<file path="config.mk">
export PLATFORM = sky130hd
export DESIGN_NAME = store_buffer
export DESIGN_NICKNAME = d
export VERILOG_FILES = /design/src/rtl/store_buffer_pkg.sv /design/src/rtl/store_buffer_align.sv /design/src/rtl/store_buffer.sv
export SDC_FILE = /design/constraint.sdc
export NUM_CORES = 1
export LEC_CHECK = 0
export BUFFER_PORTS_ARGS = -buffer_cell sky130_fd_sc_hd__buf_4
export CAP_MARGIN = 40
export CORE_ASPECT_RATIO = 1.25
export CORE_MARGIN = 4
export CORE_UTILIZATION = 32
export DETAILED_ROUTE_END_ITERATION = 12
export PLACE_DENSITY = 0.5
export REMOVE_ABC_BUFFERS = 1
export SLEW_MARGIN = 20
export SYNTH_ARGS = -nofsm -noshare
export SYNTH_HDL_FRONTEND = slang
export SYNTH_SLANG_ARGS = --single-unit
</file>
<file path="constraint.sdc">
create_clock -name clk -period 3 [get_ports clk]
set_input_delay 0.6 -clock clk [delete_from_list [all_inputs] [get_ports clk]]
set_output_delay 0.6 -clock clk [all_outputs]
set_load 0.01 [all_outputs]
</file>
<file path="src/rtl/store_buffer_pkg.sv">
// Shared types and constants for the store buffer.
//   state_t : drain FSM states (ST_IDLE, ST_REQ)
//   entry_t : one queued store {word address, lane data, byte enables}
//   FNC_*   : store funct3 encodings
package store_buffer_pkg;

    localparam int unsigned WADDR_W = 30;
    localparam int unsigned DATA_W  = 32;
    localparam int unsigned WE_W    = 4;

    localparam logic [2:0] FNC_SB = 3'b000;
    localparam logic [2:0] FNC_SH = 3'b001;
    localparam logic [2:0] FNC_SW = 3'b010;

    typedef enum logic {
        ST_IDLE = 1'b0,
        ST_REQ  = 1'b1
    } state_t;

    typedef struct packed {
        logic [WADDR_W-1:0] waddr;
        logic [DATA_W-1:0]  wdata;
        logic [WE_W-1:0]    we;
    } entry_t;

endpackage

</file>
<file path="src/rtl/store_buffer_align.sv">
// Store alignment: replicates rs2 data into the addressed lane(s) and builds
// the byte enables.
//   i_funct3   : store size (FNC_SB/FNC_SH/FNC_SW)
//   i_off      : byte offset, st_addr[1:0]
//   i_data     : raw rs2 value
//   o_wdata    : lane-replicated write data
//   o_we       : byte write enables
//   o_misalign : request must not be enqueued (misaligned or illegal funct3)
module store_buffer_align
    import store_buffer_pkg::*;
(
    input  logic [2:0]  i_funct3,
    input  logic [1:0]  i_off,
    input  logic [31:0] i_data,
    output logic [31:0] o_wdata,
    output logic [3:0]  o_we,
    output logic        o_misalign
);

    always_comb begin
        o_wdata    = '0;
        o_we       = '0;
        o_misalign = 1'b0;
        case (i_funct3)
            FNC_SB: begin
                o_wdata = {4{i_data[7:0]}};
                o_we    = 4'b0001 << i_off;
            end
            FNC_SH: begin
                o_wdata    = {2{i_data[15:0]}};
                o_we       = i_off[1] ? 4'b1100 : 4'b0011;
                o_misalign = i_off[0];
            end
            FNC_SW: begin
                o_wdata    = i_data;
                o_we       = 4'b1111;
                o_misalign = (i_off != 2'b00);
            end
            // Illegal sizes are reported through the same flag.
            default: o_misalign = 1'b1;
        endcase
    end

endmodule

</file>
<file path="src/rtl/store_buffer.sv">
// Store buffer between the MEM stage and the data memory write port.
//   clk, rst_n            : clock, async active-low reset
//   st_valid/st_ready     : store request handshake (st_ready = !full)
//   st_funct3/addr/data   : store size, byte address, raw rs2 value
//   st_err                : pulse the cycle after a rejected (bad) store
//   mem_req/addr/wdata/we : head write request, held until mem_ack
//   mem_ack               : memory accepted the head write
//   ld_addr/ld_hit        : load address hazard against queued stores
//   fence_req/fence_done  : drain request / buffer empty while requested
//   count                 : occupancy
module store_buffer
    import store_buffer_pkg::*;
#(
    parameter int unsigned DEPTH = 4,
    parameter int unsigned CNT_W = $clog2(DEPTH) + 1
) (
    input  logic             clk,
    input  logic             rst_n,
    input  logic             st_valid,
    output logic             st_ready,
    input  logic [2:0]       st_funct3,
    input  logic [31:0]      st_addr,
    input  logic [31:0]      st_data,
    output logic             st_err,
    output logic             mem_req,
    output logic [31:0]      mem_addr,
    output logic [31:0]      mem_wdata,
    output logic [3:0]       mem_we,
    input  logic             mem_ack,
    input  logic [31:0]      ld_addr,
    output logic             ld_hit,
    input  logic             fence_req,
    output logic             fence_done,
    output logic [CNT_W-1:0] count
);

    localparam int unsigned PTR_W = $clog2(DEPTH);

    entry_t             r_mem [DEPTH];
    logic [DEPTH-1:0]   r_valid;
    logic [PTR_W-1:0]   r_head;
    logic [PTR_W-1:0]   r_tail;
    logic [CNT_W-1:0]   r_count;
    logic               r_err;
    state_t             r_state;
    state_t             w_state_nxt;

    logic [31:0]        w_wdata;
    logic [3:0]         w_we;
    logic               w_bad;
    logic               w_accept;
    logic               w_push;
    logic               w_pop;
    logic [CNT_W-1:0]   w_count_nxt;
    logic               w_hit;
    entry_t             w_head;
    logic               w_unused_ld;

    store_buffer_align u_align (
        .i_funct3   (st_funct3),
        .i_off      (st_addr[1:0]),
        .i_data     (st_data),
        .o_wdata    (w_wdata),
        .o_we       (w_we),
        .o_misalign (w_bad)
    );

    assign st_ready    = (r_count != CNT_W'(DEPTH));
    assign w_accept    = st_valid && st_ready;
    assign w_push      = w_accept && !w_bad;
    assign w_pop       = (r_state == ST_REQ) && mem_ack;
    assign w_head      = r_mem[r_head];
    assign w_unused_ld = ^ld_addr[1:0];

    always_comb begin
        w_count_nxt = r_count;
        if (w_push && !w_pop)
            w_count_nxt = r_count + CNT_W'(1);
        else if (w_pop && !w_push)
            w_count_nxt = r_count - CNT_W'(1);
    end

    always_comb begin
        w_state_nxt = r_state;
        case (r_state)
            ST_IDLE: if (r_count != '0) w_state_nxt = ST_REQ;
            ST_REQ:  if (w_pop && (w_count_nxt == '0)) w_state_nxt = ST_IDLE;
            default: w_state_nxt = ST_IDLE;
        endcase
    end

    // Head fields are gated so the write port reads all-zero while idle.
    always_comb begin
        mem_req   = (r_state == ST_REQ);
        mem_addr  = '0;
        mem_wdata = '0;
        mem_we    = '0;
        if (mem_req) begin
            mem_addr  = {w_head.waddr, 2'b00};
            mem_wdata = w_head.wdata;
            mem_we    = w_head.we;
        end
    end

    always_comb begin
        w_hit = 1'b0;
        for (int unsigned i = 0; i < DEPTH; i++) begin
            if (r_valid[i] && (r_mem[i].waddr == ld_addr[31:2]))
                w_hit = 1'b1;
        end
    end

    assign ld_hit     = w_hit;
    assign st_err     = r_err;
    assign count      = r_count;
    assign fence_done = fence_req && (r_count == '0);

    always_ff @(posedge clk or negedge rst_n) begin
        if (!rst_n) begin
            r_state <= ST_IDLE;
        end else begin
            r_state <= w_state_nxt;
        end
    end

    // Push and pop never touch the same slot: a pop needs count>0 and a
    // push needs count<DEPTH, so head==tail cannot hold for both at once.
    always_ff @(posedge clk or negedge rst_n) begin
        if (!rst_n) begin
            for (int unsigned i = 0; i < DEPTH; i++)
                r_mem[i] <= '0;
            r_valid <= '0;
            r_head  <= '0;
            r_tail  <= '0;
            r_count <= '0;
            r_err   <= 1'b0;
        end else begin
            r_err   <= w_accept && w_bad;
            r_count <= w_count_nxt;
            if (w_push) begin
                r_mem[r_tail]   <= '{waddr: st_addr[31:2], wdata: w_wdata, we: w_we};
                r_valid[r_tail] <= 1'b1;
                r_tail          <= r_tail + PTR_W'(1);
            end
            if (w_pop) begin
                r_valid[r_head] <= 1'b0;
                r_head          <= r_head + PTR_W'(1);
            end
        end
    end

endmodule
</file>
==> summary.txt, run 1 <==
Status
  – Status: completed

Global route
  – Met2 Track Usage GR: 28.2%
  – Top Usage Layer GRT: met2
  – Initial antenna violation count: 1
  – First-pass GRT wire length: 65.2 mm
  – Grt ovf: 0
  – Met1 usage: 23.3%
  – Met3 Use GR: 3.43%
  – Pin count of the biggest net entering global routing: 70
  – GRT Overall Usage: 17.1%
  – Vias in the first global route: 10.5k

Timing
  – Slew Limit Fails: 0
  – Final setup fails: 0
  – FMAX: 0.351 GHz
  – Final WS setup: 0.147 ns
  – Fin crit share: 95.1%
  – Slew @ Worst Pin: 0.685 ns
  – Rel. slew slack: 53.9%
  – Final Skew: 0.0179 ns
  – Min cycle time layout: 2.85 ns
  – Hold Fails Final Rpt: 0
  – RSZ-0062 raised after global routing: no

Floorplanning
  – Initial Util: 32.3%
  – Core Box Area: 0.0451 mm2
  – Die height: 247 um
  – Num rows: 87
  – Top Ports: 180
  – Die width: 199 um
  – Die area: 0.0491 mm2

Synthesis
  – Register area share after synthesis: 47.6%
  – Yosys warns: 0
  – Synth Area in Compound Gates: 6.54%
  – Largest family of logic cells by synthesized area: multiplexers
  – Post-synthesis xor/xnor area fraction: 7.57%
  – Synth cell types: 40
  – Multiplexer area fraction after synthesis: 23.4%
  – Post-synthesis adder-cell area fraction: 1.01%
  – Post-Synth Simple-Gate Area: 10.2%
  – Seq cells post-synth: 277
  – Avg Inst Size Synth: 11.9 um2
  – Gate Count Post-Synth: 1,225
  – Post-Syn Area: 0.0146 mm2

Final layout
  – Area grow syn2layout: 22.3%
  – Antenna cells: 0
  – Fill cell count: 4,426
  – # nets final: 1,494
  – Layout cell share with drive strength beyond 1: 33.6%
  – Post-route insts no fill: 1,981

Route
  – Via density: 4.93
  – DRC: 0
  – Routed WL: 41.7 mm
  – Routed via count: 9,760
  – First DRT Iteration DRCs: 498
  – DR WL/cell: 21.1 um
  – First drt pass iteration count: 4
  – ANT nets after route: 0

Worst setup path
  – WP data arrival: 2.25 ns
  – Crit-path max FO: 33
  – RR Endpoint: r_mem[34]
  – Type of origin of the critical path: flip-flop
  – R2R Path Start: count[0]
  – Required @ worst endpoint: 2.40 ns
  – Worst reg2reg path depth: 8
  – Worst Setup End Kind: output pin
  – Kind of critical path: flip-flop to output pin
  – R2r setup slk: 0.63 ns

Pwr
  – Cell Int Power: 12,900 uW
  – Power per cell area: 1090 mW/mm2
  – Sw Ratio: 33.6%
  – Psw: 6510 uW
  – Logic pwr share: 42.3%
  – Maximum vdd drop: 0.443 mV
  – Clk pwr share: 22.2%
  – Leakage power total: 0.00822 uW
  – Sequential fraction of design power: 35.5%

Placement
  – GPL Wtd Cong: 0.809
  – Pre-CTS setup slack: 0.381 ns
  – PortBufs: 175
  – DP Wirelength: 28.5 mm
  – Dpl cells: 1,919

Clocking
  – Total CTS buffers: 35
  – Clock-pin slew on the worst setup and hold paths: 0.06 ns
  – TritonCTS sink count: 277
  – Worst skew pair latency: 0.51 ns
  – CTS Buffer Depth: 3
  – Root buffer cell: clkbuf_16
  – CTS HTree Levels: 2
  – Hold_buf cts: 0
  – CTS tree: done

Min path
  – Worst min path class: input port to asynchronous set/reset pin

Job
  – Max Cap Violations: 0
## power by group through the flow
| stage | logic, uW | registers [uW] | clock network [uW] |
|---|---|---|---|
| 2_1_floorplan | 5050 | 6770 | 0 |
| 3_3_place_gp | 8230 | 6880 | 0 |
| 3_5_place_dp | 8290 | 6970 | 0 |
| 4_1_cts | 8390 | 6870 | 4430 |
| 5_1_grt | 8960 | 7100 | 4600 |
| 6_report | 8200 | 6870 | 4300 |
## state kept, by name (all words and copies together) (netlist names)
| signal | flops |
|---|---|
| r_head | 2 |
| r_tail | 2 |
| mem_req | 1 |
| count | 3 |
| r_mem | 264 |
| st_err | 1 |
| r_valid | 4 |
## worst max-delay path by stage
stage / endpoint / slack (ns) / start
floorplan: r_mem[12] / -1.47 / st_addr[1]
global placement: r_mem[34] / 0.39 / st_addr[1]
detailed placement: r_mem[34] / 0.38 / st_addr[1]
CTS: mem_wdata[28] / 0.09 / r_head[1]
global route: mem_wdata[28] / 0.05 / r_head[1]
finish: mem_addr[3] / 0.15 / r_head[1]
## worst max-delay path, stage by stage (launching register included)
cell and delay (ns):
dfrtp_4 0.70, buf_12 0.31, mux4_2 0.39, and2_1 0.18
buf_4 0.14
## logic make-up (layout without fill, tap and decap cells)
logic type                 count (synthesis)  after routing
AOI/OAI and AO/OA                        183            183
xor gates and xnor gates                 126            126
adders and majority gates                 12             12
buffers and inverters                    111            288
DFF                                      277            277
muxes                                    207            207
other                                      1              2
and+or+nand+nor                          308            308
## stage by stage
stage / total power (uW) / instance area [um2] / hold WS, ns / utilization, % / setup TNS (ns)
after floorplan: 11800 / 14100 / 0.304 / - / -230.54
after global routing: 20700 / 17800 / 0.0474 / 39.6 / 0
after CTS: 19700 / 17800 / 0.0348 / 39.6 / 0
final: 19400 / 17800 / 0.0325 / 39.6 / 0
after global placement: 15100 / 16600 / 0.456 / 36.9 / 0
after detailed placement: 15300 / 16600 / 0.466 / 36.9 / 0
## final cells by class
type	count	area, um2	share of cell area [%]
clock buffer	49	1040	5.84
clock inverter	12	148	0.828
inverter	16	60.1	0.337
multi-input combinational	838	7120	40.0
sequential	277	6940	38.9
tap	578	723	4.06
timing repair buffer	211	1790	10.0
## repair_timing
action | CTS | global route
setup endpoints to repair | 13 | 0
setup buffers | 1 | 0
resized for setup | 0 | 0
## layer usage
| layer | wire length [um] | vias up | part of all wire, % |
|---|---|---|---|
| met3 | 2100 | 41 | 5.0 |
| met1 | 18600 | 4903 | 45 |
| met4 | 746 | 2 | 1.8 |
| met2 | 20200 | 257 | 48 |
| li1 | - | 4557 | - |
| met5 | 11 | - | 0.026 |
## cell usage in the layout, fill, tap and decap left out, types with 4 or more instances in the layout
cell type    n
mux4_2      66
nand2_1    167
and2_1      71
ha_1        11
nand4_1     25
or2_2        5
buf_4      194
dfrtp_1    274
buf_12      16
clkbuf_1     5
mux2i_1      8
clkinv_2     5
nor2_1      13
a31oi_1      6
mux2_1       8
nor4_1      17
clkbuf_16   37
nand2_4      4
clkbuf_8     7
xor2_1      45
o21ai_1     30
inv_1       16
mux2_4      91
a21oi_1     14
xnor2_1     81
o21ai_0    124
mux2_2      34
## cell usage after synthesis, drive strengths merged
library cell | n | share of area (%)
conb | 1 | 0.026
or3 | 1 | 0.043
a21o | 1 | 0.052
a21oi | 14 | 0.48
nor3 | 1 | 0.034
mux4 | 66 | 10
o21ai | 154 | 5.3
mux2 | 133 | 13
nor2b | 2 | 0.086
nor2 | 13 | 0.33
a211oi | 1 | 0.086
and3b | 1 | 0.060
o22ai | 1 | 0.043
xor2 | 45 | 2.7
a21bo | 1 | 0.069
maj3 | 1 | 0.069
nand4 | 25 | 1.1
nand2 | 171 | 4.6
nor4 | 17 | 0.73
inv | 16 | 0.41
dfrtp | 277 | 48
a31oi | 6 | 0.26
o31a | 1 | 0.060
mux2i | 8 | 0.55
a22oi | 3 | 0.15
xnor2 | 81 | 4.9
and2 | 71 | 3.0
buf | 34 | 1.7
clkbuf | 61 | 1.6
or2 | 5 | 0.21
a21boi | 1 | 0.052
nor3b | 1 | 0.052
ha | 11 | 0.94
No activity file was read; power rests on OpenSTA's default activity.
==> run 2: changes to the inputs <==
--- a/config.mk
+++ b/config.mk
@@ -13,2 +13,3 @@
 export DETAILED_ROUTE_END_ITERATION = 12
+export GPL_ROUTABILITY_DRIVEN = 0
 export PLACE_DENSITY = 0.5
==> constraint.sdc (replaced) <==
create_clock -name clk -period 3 [get_ports clk]
set_input_delay 0.45 -clock clk [delete_from_list [all_inputs] [get_ports clk]]
set_output_delay 0.45 -clock clk [all_outputs]
set_load 0.01 [all_outputs]
==> summary.txt, run 2 (synthesis gave the netlist of run 1 again) <==
Pwr
  – Sequential fraction of design power: 35.9% (was 35.5%)
  – Sw Ratio: 33.6% (about the same)
  – Maximum vdd drop: 0.451 mV (was 0.443 mV)
  – Total chip power: 19,200 uW (was 19,400 uW)
  – Psw: 6430 uW (was 6510 uW)
  – Clk pwr share: 21.6% (was 22.2%)
  – Cell Int Power: 12,700 uW (was 12,900 uW)
  – Power per cell area: 1080 mW/mm2 (was 1090 mW/mm2)
  – Logic pwr share: 42.5% (was 42.3%)
  – Leakage power total: 0.00815 uW (was 0.00822 uW)

Global route
  – Initial antenna violation count: 0 (was 1)
  – First-pass GRT wire length: 63.8 mm (was 65.2 mm)
  – GRT Overall Usage: 16.7% (was 17.1%)
  – Vias in the first global route: 10.4k (was 10.5k)
  – Grt ovf: 0 (unchanged)
  – Pin count of the biggest net entering global routing: 81 (was 70)

Floorplanning
  – Die area: 0.0491 mm2 (unchanged)
  – Core Box Area: 0.0451 mm2 (unchanged)
  – Top Ports: 180 (unchanged)
  – Die width: 199 um (unchanged)
  – Initial Util: 32.3% (unchanged)
  – Num rows: 87 (unchanged)
  – Die height: 247 um (unchanged)

Final layout
  – Antenna cells: 0 (unchanged)
  – Largest register FFs: 264 (unchanged)
  – Area grow syn2layout: 21.4% (was 22.3%)
  – Post-route insts no fill: 1,976 (was 1,981)
  – Commonest non-fill, non-tap cell in the layout: dfrtp_1 (unchanged)
  – Layout cell share with drive strength beyond 1: 33.4% (was 33.6%)
  – Largest register by flop count: r_mem (unchanged)
  – Most frequent cells in the layout: dfrtp_1, buf_4, nand2_1, o21ai_0, mux2_4 (unchanged)
  – # nets final: 1,490 (was 1,494)

Worst setup path
  – Crit-path max FO: 27 (was 33)
  – Kind of critical path: flip-flop to output pin (unchanged)
  – WP data arrival: 2.36 ns (was 2.25 ns)
  – Type of origin of the critical path: flip-flop (unchanged)
  – Required @ worst endpoint: 2.55 ns (was 2.40 ns)
  – Worst Setup End Kind: output pin (unchanged)
  – Worst reg2reg path depth: 8 (unchanged)

Timing
  – Hold Fails Final Rpt: 0 (unchanged)
  – Rel. slew slack: 52.2% (was 53.9%)
  – Final setup fails: 0 (unchanged)
  – Min cycle time layout: 2.81 ns (was 2.85 ns)
  – RSZ-0062 raised after global routing: no (unchanged)
  – Fin crit share: 93.8% (was 95.1%)
  – FMAX: 0.355 GHz (was 0.351 GHz)
  – WHS: 0.129 ns (was 0.0325 ns)
  – Final Skew: 0.0118 ns (was 0.0179 ns)
  – Slew @ Worst Pin: 0.718 ns (was 0.685 ns)
  – Slew Limit Fails: 0 (unchanged)

Clocking
  – PostCTS Resize Cnt: 0 (unchanged)
  – Root buffer cell: clkbuf_16 (unchanged)
  – Worst skew pair latency: 0.56 ns (was 0.51 ns)
  – Clock-pin slew on the worst setup and hold paths: 0.06 ns (about the same)
  – CTS Buffer Depth: 3 (unchanged)
  – Total CTS buffers: 31 (was 35)
  – CTS HTree Levels: 1 (was 2)
  – TritonCTS sink count: 277 (unchanged)
  – CTS tree: done (unchanged)

Placement
  – DP Wirelength: 28.1 mm (was 28.5 mm)
  – Dpl cells: 1,918 (was 1,919)
  – PortBufs: 175 (unchanged)

Route
  – Routed via count: 9,739 (was 9,760)
  – First drt pass iteration count: 5 (was 4)
  – DRC: 0 (unchanged)
  – First DRT Iteration DRCs: 414 (was 498)
  – Via density: 4.93 (about the same)
  – DR WL/cell: 20.9 um (was 21.1 um)
  – ANT nets after route: 0 (unchanged)
  – Routed WL: 41.3 mm (was 41.7 mm)

Min path
  – Worst hold stages: 2
  – Worst min path class: input port to flip-flop (was input port to asynchronous set/reset pin)

Status
  – Status: completed (unchanged)

Job
  – Max Cap Violations: 0 (unchanged)
[run 2: cell types whose count changed in the layout (fill, tap and decap cells not counted), sizes merged]
cell,previous run,this run
clkbuf,49,42
buf,211,210
inv,17,16
bufinv,3,6
dlygate4sd3,0,1
[run 2: metal layers]
layer | wire, um | GRT usage [%]
met4 | 677 | 3.36
met1 | 18600 | 23.1
met5 | 0 | 0
met2 | 20000 | 28.1
met3 | 2040 | 2.50
[run 2: stage by stage]
stage	utilization (%)	TNS (ns)	instance area, um2	setup WS, ns
floorplan	-	-207.58	14100	-1.42
global placement	36.8	0	16600	0.473
detailed placement	36.8	0	16600	0.470
CTS	39.2	0	17700	0.0365
global route	39.3	0	17700	0.0893
finish	39.3	0	17700	0.187
[run 2: timing repair]
item | in CTS | in global routing
hold buffers | 1 | 0
buffers inserted | 0 | 1
endpoints found under the hold margin | 74 | 0
endpoints found under the setup margin | 0 | 6
[run 2: worst max-delay path: stages, from the launching register on]
cell,delay [ns]
dfrtp_4,0.80
buf_4,0.33
mux4_2,0.31
and2_1,0.19
buf_4,0.15
[run 2: power by group through the flow]
| stage | sequential (uW) | clock (uW) | combinational [uW] |
|---|---|---|---|
| 4_1_cts | 6930 | 4260 | 8270 |
| 6_report | 6880 | 4140 | 8130 |
| 3_3_place_gp | 6900 | 0 | 8190 |
| 2_1_floorplan | 6770 | 0 | 5050 |
| 3_5_place_dp | 6980 | 0 | 8230 |
| 5_1_grt | 7100 | 4410 | 8930 |
[run 2: layout make-up]
cell class | count | area, um2
multi-input cells | 838 | 7120
clock inverters | 14 | 229
inverters | 16 | 60.1
fillers | 4391 | 27400
repair buffers | 211 | 1730
clock buffers | 42 | 887
flip-flops and latches | 277 | 6940
well taps | 578 | 723
[run 2: worst paths after layout]
check,slack (ns),from,end
setup / recovery,0.19,r_head[1],mem_addr[15]
hold / removal,0.13,mem_ack,r_valid[3]
setup reg to reg,0.53,count[0],r_mem[259]
hold reg to reg,0.47,r_mem[222],r_mem[222]
max in group asynchronous,1.62,rst_n,r_mem[253]
min in group asynchronous,0.47,rst_n,r_mem[191]
